`src/rtl/uart_tx_stream_arbiter_if.sv`:
```
// Requester byte streams plus the naive_bus write port of the UART TX FIFO.
// master = arbiter side, slave = requesters/UART side.
interface uart_tx_stream_arbiter_if #(
  parameter int N_REQ = 4,
  localparam int PTR_W = $clog2(N_REQ)
);
  logic [N_REQ-1:0]   req_valid;
  logic [8*N_REQ-1:0] req_data;
  logic [N_REQ-1:0]   req_ready;
  logic               m_wr_req;
  logic [3:0]         m_wr_be;
  logic [31:0]        m_wr_addr;
  logic [31:0]        m_wr_data;
  logic               m_wr_gnt;
  logic               busy;
  logic [PTR_W-1:0]   cur_owner;

  modport master (
    input  req_valid, req_data, m_wr_gnt,
    output req_ready, m_wr_req, m_wr_be, m_wr_addr, m_wr_data, busy, cur_owner
  );

  modport slave (
    output req_valid, req_data, m_wr_gnt,
    input  req_ready, m_wr_req, m_wr_be, m_wr_addr, m_wr_data, busy, cur_owner
  );
endinterface

```
`src/rtl/uart_tx_stream_arbiter.sv`:
```
// Round-robin, burst-granular sharing of the UART TX FIFO among N_REQ byte streams; one byte per 2 cycles max.
// Define TX_CHANNEL_TAG_EN to prefix each change of owner with the ASCII tag byte '0'+owner.
module uart_tx_stream_arbiter #(
  parameter int N_REQ     = 4,
  parameter int MAX_BURST = 16,
  localparam int PTR_W    = $clog2(N_REQ)
) (
  input logic                      clk,
  input logic                      rst_n,
  uart_tx_stream_arbiter_if.master bus
);

  localparam logic [1:0] IDLE  = 2'd0;
`ifdef TX_CHANNEL_TAG_EN
  localparam logic [1:0] TAG   = 2'd1;
`endif
  localparam logic [1:0] FETCH = 2'd2;
  localparam logic [1:0] WRITE = 2'd3;

  localparam int               CW    = PTR_W + 1;
  localparam logic [CW-1:0]    N_W   = CW'(N_REQ);
  localparam logic [PTR_W-1:0] LAST  = PTR_W'(N_REQ - 1);
  localparam logic [7:0]       MAX_B = 8'(MAX_BURST);

  logic [1:0]       state;
  logic [PTR_W-1:0] rr_ptr;
  logic [PTR_W-1:0] owner;
  logic [7:0]       burst_cnt;
  logic [7:0]       hold;
`ifdef TX_CHANNEL_TAG_EN
  logic [PTR_W-1:0] last_owner;
  logic             last_vld;
`endif

  logic [PTR_W-1:0] pick;
  logic [CW-1:0]    cand;
  logic             owner_vld;
  logic [7:0]       owner_dat;
  logic [7:0]       burst_nxt;
  logic             wr_phase;
  logic             release_now;
  logic [N_REQ-1:0] ready;

  // Scan downward so the candidate closest to rr_ptr is written last and wins.
  always_comb begin
    pick = '0;
    cand = '0;
    for (int k = N_REQ - 1; k >= 0; k--) begin
      cand = {1'b0, rr_ptr} + CW'(k);
      if (cand >= N_W) cand = cand - N_W;
      if (bus.req_valid[cand[PTR_W-1:0]]) pick = cand[PTR_W-1:0];
    end
  end

  assign owner_vld = bus.req_valid[owner];
  assign owner_dat = bus.req_data[{owner, 3'b000} +: 8];
  assign burst_nxt = burst_cnt + 8'd1;

`ifdef TX_CHANNEL_TAG_EN
  assign wr_phase = (state == WRITE) || (state == TAG);
`else
  assign wr_phase = (state == WRITE);
`endif

  // A grant ends on a dry stream, a newline, or an exhausted burst allowance.
  assign release_now = ((state == FETCH) && !owner_vld) ||
                       ((state == WRITE) && bus.m_wr_gnt &&
                        ((hold == 8'h0A) || (burst_nxt == MAX_B)));

  always_comb begin
    ready = '0;
    if (state == FETCH) ready[owner] = owner_vld;
  end

  assign bus.req_ready = ready;
  assign bus.m_wr_req  = wr_phase;
  assign bus.m_wr_be   = wr_phase ? 4'b0001 : 4'b0000;
  assign bus.m_wr_addr = 32'h0;
  assign bus.m_wr_data = wr_phase ? {24'h0, hold} : 32'h0;
  assign bus.busy      = (state != IDLE);
  assign bus.cur_owner = (state != IDLE) ? owner : '0;

  always_ff @(posedge clk or negedge rst_n) begin
    if (!rst_n) begin
      state     <= IDLE;
      rr_ptr    <= '0;
      owner     <= '0;
      burst_cnt <= '0;
      hold      <= 8'h00;
`ifdef TX_CHANNEL_TAG_EN
      last_owner <= '0;
      last_vld   <= 1'b0;
`endif
    end else begin
      case (state)
        IDLE: begin
          if (|bus.req_valid) begin
            owner <= pick;
`ifdef TX_CHANNEL_TAG_EN
            if (!last_vld || (pick != last_owner)) begin
              state <= TAG;
              hold  <= 8'h30 + 8'(pick);
            end else begin
              state <= FETCH;
            end
`else
            state <= FETCH;
`endif
          end
        end
`ifdef TX_CHANNEL_TAG_EN
        TAG: if (bus.m_wr_gnt) state <= FETCH;
`endif
        FETCH: begin
          if (owner_vld) begin
            hold  <= owner_dat;
            state <= WRITE;
          end
        end
        WRITE: begin
          if (bus.m_wr_gnt) begin
            burst_cnt <= burst_nxt;
            state     <= FETCH;
          end
        end
        default: state <= IDLE;
      endcase

      if (release_now) begin
        state     <= IDLE;
        rr_ptr    <= (owner == LAST) ? '0 : owner + 1'b1;
        burst_cnt <= '0;
`ifdef TX_CHANNEL_TAG_EN
        last_owner <= owner;
        last_vld   <= 1'b1;
`endif
      end
    end
  end

endmodule

```
`src/flat_wrapper.sv`:
```
// flat-port wrapper written by rule: the top's interface ports become plain ports
module uart_tx_stream_arbiter_flat 
#(
  parameter int N_REQ     = 4,
  parameter int MAX_BURST = 16,
  localparam int PTR_W    = $clog2(N_REQ)
)
  (clk, rst_n, bus_req_valid, bus_req_data, bus_m_wr_gnt, bus_req_ready, bus_m_wr_req, bus_m_wr_be, bus_m_wr_addr, bus_m_wr_data, bus_busy, bus_cur_owner);
  uart_tx_stream_arbiter_if #(.N_REQ(N_REQ)) bus_i ();
  input logic clk;
  input logic rst_n;
  input wire logic [$bits(bus_i.req_valid)-1:0] bus_req_valid;
  input wire logic [$bits(bus_i.req_data)-1:0] bus_req_data;
  input wire logic [$bits(bus_i.m_wr_gnt)-1:0] bus_m_wr_gnt;
  output wire logic [$bits(bus_i.req_ready)-1:0] bus_req_ready;
  output wire logic [$bits(bus_i.m_wr_req)-1:0] bus_m_wr_req;
  output wire logic [$bits(bus_i.m_wr_be)-1:0] bus_m_wr_be;
  output wire logic [$bits(bus_i.m_wr_addr)-1:0] bus_m_wr_addr;
  output wire logic [$bits(bus_i.m_wr_data)-1:0] bus_m_wr_data;
  output wire logic [$bits(bus_i.busy)-1:0] bus_busy;
  output wire logic [$bits(bus_i.cur_owner)-1:0] bus_cur_owner;
  assign bus_i.req_valid = bus_req_valid;
  assign bus_i.req_data = bus_req_data;
  assign bus_i.m_wr_gnt = bus_m_wr_gnt;
  assign bus_req_ready = bus_i.req_ready;
  assign bus_m_wr_req = bus_i.m_wr_req;
  assign bus_m_wr_be = bus_i.m_wr_be;
  assign bus_m_wr_addr = bus_i.m_wr_addr;
  assign bus_m_wr_data = bus_i.m_wr_data;
  assign bus_busy = bus_i.busy;
  assign bus_cur_owner = bus_i.cur_owner;
  uart_tx_stream_arbiter #(.N_REQ(N_REQ), .MAX_BURST(MAX_BURST)) u_core (.clk(clk), .rst_n(rst_n), .bus(bus_i));
endmodule
```
`config.mk`:
```
export PLATFORM = sky130hd
export DESIGN_NAME = uart_tx_stream_arbiter_flat
export DESIGN_NICKNAME = d
export VERILOG_FILES = /design/src/rtl/uart_tx_stream_arbiter_if.sv /design/src/rtl/uart_tx_stream_arbiter.sv /design/src/flat_wrapper.sv
export SDC_FILE = /design/constraint.sdc
export NUM_CORES = 1
export LEC_CHECK = 0
export BUFFER_PORTS_ARGS = -buffer_cell sky130_fd_sc_hd__buf_2
export CAP_MARGIN = 20
export CORE_ASPECT_RATIO = 0.6
export CORE_MARGIN = 3
export CORE_UTILIZATION = 35
export CTS_BUF_LIST = sky130_fd_sc_hd__clkbuf_8
export DETAILED_ROUTE_END_ITERATION = 10
export PLACE_DENSITY = 0.68
export SYNTH_ARGS = -nofsm -noshare
export SYNTH_HDL_FRONTEND = slang
export SYNTH_SLANG_ARGS = --single-unit
```
`constraint.sdc`:
```
create_clock -name clk -period 2.1 [get_ports clk]
set_input_delay 0.21 -clock clk [delete_from_list [all_inputs] [get_ports clk]]
set_output_delay 0.21 -clock clk [all_outputs]
set_load 0.01 [all_outputs]
```
======== Word level (Yosys, flattened, before mapping) ========
Index checks and enable logic that the tools add are counted.
storage, ports and cells
  flip-flop bits (word level) ............. 22
  input port bits ......................... 39
  output and inout port bits .............. 76
  logic and storage cells ................. 83
operators by class
  add/subtract/negate cells ............... 9
  order comparisons ....................... 10
  eq/ne operators ......................... 8
  shift-type cells ........................ 1
  multiplexer cells ....................... 33
  bitwise operators ....................... 1
  reductions and logical operators ........ 16
operators by type and width
  kind                   number
  $mux W8                4
  $shiftx A32 B6 Y8      1
  $mux W2                14
  $lt A2 B3 Y1 const B   5
  $bmux W1 S2            5
  $ge A3 B3 Y1 const B   3
  $add A8 B1 Y8 const B  1
  $eq A8 B4 Y1 const B   1
  $eq A8 B5 Y1 const B   1
  $sub A2 B1 Y2 const B  4
  $mux W1                7
  $add A2 B2 Y3 const B  2
  $eq A2 B2 Y1 const B   3
  $ne A3 B1 Y1 const B   2
  $pmux W2 S3            1
  $reduce_and A2 Y1      3
  $reduce_bool A2 Y1     3
  $and A4 B4 Y4          1
  $logic_and A1 B1 Y1    4
  $mux W4                1
  $reduce_or A4 Y1       1
  $add A2 B1 Y3 const B  1
  $ge A2 B3 Y1 const B   1
  $ne A3 B3 Y1 const B   1
  other kinds (7)        8

======== Longest topological paths before layout ========
  depth after elaboration ................. 9
  gate-level depth with buffers ........... 6
  mapped depth without buffers ............ 6

======== Worst setup path after synthesis ========
OpenSTA, ideal clock, no wires.
  path type ............................... reg2reg
  start ................................... register u_core.burst_cnt[0]
  end ..................................... register u_core.rr_ptr[0]
  library setup time ...................... 128 ps
  arrival time ............................ 1,767 ps
  data required time ...................... 1,972 ps
  slack ................................... 205 ps
  stages on the path, launching flop included .. 7
  path buffers ............................ 0
  period minus slack after synthesis ...... 1,895 ps
  cells stage by stage .................... dfrtp_1 ha_1 nand2_1 or4_1 o21ai_2 a31o_2 mux2_1
on the way
  word-level cells in the longest chain between the ends .. 5
RTL lines
  what                    line                           source
  start, declared         uart_tx_stream_arbiter.sv:28   logic [7:0] burst_cnt;
  start signal, assigned  uart_tx_stream_arbiter.sv:122  burst_cnt <= burst_nxt;
  $add A8 B1 Y8           uart_tx_stream_arbiter.sv:57   assign burst_nxt = burst_cnt + 8'd1;
  $eq A8 B5 Y1            uart_tx_stream_arbiter.sv:68   ((hold == 8'h0A) || (burst_nxt == MAX_B)));
  $logic_or A1 B1 Y1      uart_tx_stream_arbiter.sv:68
  $logic_and A1 B1 Y1     uart_tx_stream_arbiter.sv:67   ((state == WRITE) && bus.m_wr_gnt &&
  $logic_or A1 B1 Y1      uart_tx_stream_arbiter.sv:66   assign release_now = ((state == FETCH) && !owner_vld) ||
  end signal, assigned    uart_tx_stream_arbiter.sv:131  rr_ptr <= (owner == LAST) ? '0 : owner + 1'b1;
  end, declared           uart_tx_stream_arbiter.sv:26   logic [PTR_W-1:0] rr_ptr;
Every way passes these cells.
A chain may end at the register's enable or synchronous reset.

======== Final worst setup path ========
  start ................................... register u_core.owner[0]
  end ..................................... output bus_req_ready[0]
on the way
  word-level cells in the longest chain between the ends .. 6
  elaborated cells on any way between the ends .. 9
  classes of those cells .................. 2 x order compare; 5 x mux; 1 x bitwise; 1 x reduce/logical
RTL lines
  what                                                                line                          source
  start, declared                                                     uart_tx_stream_arbiter.sv:27  logic [PTR_W-1:0] owner;
  start signal, assigned                                              uart_tx_stream_arbiter.sv:98  owner <= pick;
  $lt A2 B3 Y1 (not written as such) or $ge A2 B1 Y1 (tied branches)  uart_tx_stream_arbiter.sv:72  if (state == FETCH) ready[owner] = owner_vld;
  $logic_and A1 B1 Y1 (not written as such)                           uart_tx_stream_arbiter.sv:72
  $mux W1 (not written as such)                                       uart_tx_stream_arbiter.sv:72
  $demux W1 S2                                                        -
  $and A4 B4 Y4 (no line) (*)                                         -
  $mux W4 (*)                                                         uart_tx_stream_arbiter.sv:72
  end, declared                                                       flat_wrapper.sv:15            output wire logic [$bits(bus_i.req_ready)-1:0] bus_req_ready;
Every way passes the cells marked *; elsewhere a longest branch is shown, timed or not. The select of a mux whose other input is x is not followed.

==> results.yml <==
final_layout:
  most_frequent_standard_cell_in_the_layout_excluding_fill_and_tap_cells: "conb_1"
  flow.area_growth_from_synthesis_pct: 12.24
  mostFrequentLayoutCells: "conb_1 (59), buf_2 (55), dfrtp_1 (22), nand2_1 (14), mux4_2 (9)"
  fill_cells: 529
  design.final.nets: 307
  drive_gt1_frac: 0.3435
  num_antenna_cells: 0
  final_area_sq_um: 2237
setup_path:
  crit_path_start_kind: "register"
  maximum_fanout_along_the_worst_path: 6
  cp_cell_sequence: "mux4_2, and3_2, and2_1, buf_2"
  worst_path_max_delay_cell: "mux4_2"
  critPathMaxStageDelay_ns: 0.56
  critPathCaptureType: "primary output"
  reg2reg_depth: 6
  data_arrival_time_of_the_worst_path_ns: 1.79
  timing_worst_setup_path_type: "reg -> out"
  worstPathRequired_ns: 1.89
synth:
  syn_area_per_cell_sq_um: 9.770
  synthDominantCellAreaShare: 0.2762
  ys_ff_latch: 22
  synth_cells: 204
  yosys-top-cells-area: "dfrtp_1 (28%), buf_4 (23%), mux4_2 (10%), mux2_4 (3.8%), ha_1 (3.1%)"
  synth_edf_count: 0
  async_reset_ff_frac: 1.000
  yosys.area.top_type: "dfrtp_1"
  synth_cell_types: 42
  synth.yosys.seq_area_share: 0.2762
  ys.flop_type: "dfrtp_1"
  syn_area_sq_um: 1993
  yosys_warnings: 0
placed_design:
  post-dp-hpwl_microns: 3641
  port-buffer-count: 55
  instance_area_at_placement_sq_um: 2143
  globalplace.congestion: 0.7724
drt:
  drt-wirelength-per-cell_microns: 12.83
  firstDrtPassIters: 4
  post-route-drc-count: 0
  routed_wire_length_microns: 4348
  route.detailed.vias_per_inst: 4.322
  detail_route.iter0.violations: 43
  route.vias.total: 1465
  antenna_violating_nets_post_route: 0
timing:
  totalNegativeSetupSlack_ns: 0
  post-route-period-util: 0.9519
  whs_ns: 0.2785
  final_hold_viol_count: 0
  final.min_clock_period_ns: 1.999
  grt_setup_unrepaired: "false"
  finalSetupViolations: 0
  finClkSkew_ns: 0.004487
  worst-slew-pin-transition_ns: 0.5102
  slew_headroom: 0.6599
  final_max_slew_viol_count: 0
  max_freq_mhz: 500.3
global_routing:
  grt-ovfl-total: 0
  grt_first_pass_wirelength_microns: 6534
  first_global_vias: 1359
  grt_use_total: 0.1261
  grt_start_max_net_pins: 23
  antenna_found_initial: 0
floorplan:
  die_height_microns: 64.46
  start_util: 0.3775
  chipWidth_microns: 103.4
  row_count: 20
  core_region_area_sq_um: 5280
  die_area_sq_um: 6666
  io_pins: 115
clock_network:
  tritoncts.num_buffers: 3
  buffers_inserted_by_post_cts_timing_repair: 0
  clk_pin_slew_ns: 0.08
  clock_insertion_delay_worst_skew_ns: 0.27
  tritoncts: "done"
  clkSinkCount: 22
  clk_path_buf_depth: 2
  htreeDepth: 1
  clock-root-buffer: "clkbuf_8"
hold_path:
  min-delay-path-class: "in -> reg"
  hold_path_depth: 4
pwr:
  finalPower_w: 0.002516
  ir_drop_mv: 0.6647
  standby_leakage_power_nw: 1.158
  cell_pwr_density_nw_per_um2: 1125
job:
  max-cap-violations: 0
outcome:
  status: "completed"
-- sequential cells by signal (all words and copies together) (netlist names) --
| signal | count |
|---|---|
| u_core.rr_ptr | 2 |
| u_core.owner | 2 |
| u_core.hold | 8 |
| u_core.state | 2 |
| u_core.burst_cnt | 8 |
-- path summary, 6_finish.rpt --
path	to	from	slack, ns
min reg2reg	u_core.hold[1]$_DFFE_PN0P_	u_core.hold[1]$_DFFE_PN0P_	0.51
max	bus_req_ready[0]	u_core.owner[0]$_DFFE_PN0P_	0.10
min in group asynchronous	u_core.owner[1]$_DFFE_PN0P_	rst_n	0.44
max reg2reg	u_core.rr_ptr[0]$_DFFE_PN0P_	u_core.burst_cnt[0]$_DFFE_PN0P_	0.13
min	u_core.owner[0]$_DFFE_PN0P_	bus_req_valid[0]	0.28
max in group asynchronous	u_core.hold[7]$_DFFE_PN0P_	rst_n	1.32
-- timing repair --
item / in CTS / in global routing
hold buffers: 1 / 0
endpoints found under the setup margin: 0 / 4
endpoints found under the hold margin: 22 / 0
resized for setup: 0 / 3
-- power by group --
part	leakage [nW]	switching [W]	internal [W]
Combinational	0.852	0.000635	0.000673
Sequential	0.270	0.000205	0.000599
Clock	0.0357	0.000149	0.000255
Total	1.16	0.000989	0.00153
-- layout make-up --
cell class,count,area [sq um],area share
multi-input cells,168,1166,0.5213
flip-flops and latches,22,550.5,0.2461
repair buffers,62,330.3,0.1477
well taps,77,96.34,0.04306
clock buffers,3,41.29,0.01846
clock inverters,1,30.03,0.01342
inverters,6,22.52,0.01007
-- worst max-delay path, delay by kind of cell (launching register included) --
family	cells	cell delay, ns
and+or+nand+nor	2	0.45
buffers and inverters	1	0.14
muxes	1	0.56
DFF	1	0.37
-- kinds of logic (layout without fill, tap and decap cells) --
kind of cell	after synthesis	count (layout)	synth area share
buffers and inverters	72	72	0.2542
and+or+nand+nor	61	61	0.1820
DFF	22	22	0.2762
AOI/OAI and AO/OA	20	20	0.06842
muxes	20	20	0.1726
adders and majority gates	5	5	0.03139
xor gates and xnor gates	3	3	0.01319
other	1	59	0.001881
-- per-stage QoR --
stage | std cells | worst slack [ns] | utilization
floorplan | 262 | 0.2053 | -
global placement | 334 | 0.1580 | 0.4059
detailed placement | 334 | 0.08336 | 0.4059
CTS | 339 | 0.05954 | 0.4213
global route | 339 | 0.007078 | 0.4237
finish | 339 | 0.1010 | 0.4237
-- synthesized netlist by cell type, types with 3 or more instances --
| cell type | n |
|---|---|
| a21oi_1 | 5 |
| and2_1 | 6 |
| and3_1 | 9 |
| buf_2 | 3 |
| buf_4 | 60 |
| dfrtp_1 | 22 |
| ha_1 | 5 |
| inv_1 | 6 |
| mux2_1 | 5 |
| mux2_4 | 5 |
| mux4_2 | 9 |
| nand2_1 | 14 |
| nand3_1 | 5 |
| nor2_1 | 8 |
| nor2b_1 | 3 |
| o21ai_0 | 5 |
| xnor2_1 | 3 |
-- layer usage --
| metal | global-route usage | vias to the layer above | part of all wire |
|---|---|---|---|
| met2 | 0.1746 | 45 | 0.45 |
| met5 | 0 | - | 0 |
| met1 | 0.1949 | 713 | 0.49 |
| met3 | 0.03118 | 4 | 0.053 |
| met4 | 0.02746 | 0 | 0.0067 |
| li1 | - | 703 | - |
No activity file was read; power rests on OpenSTA's default activity.
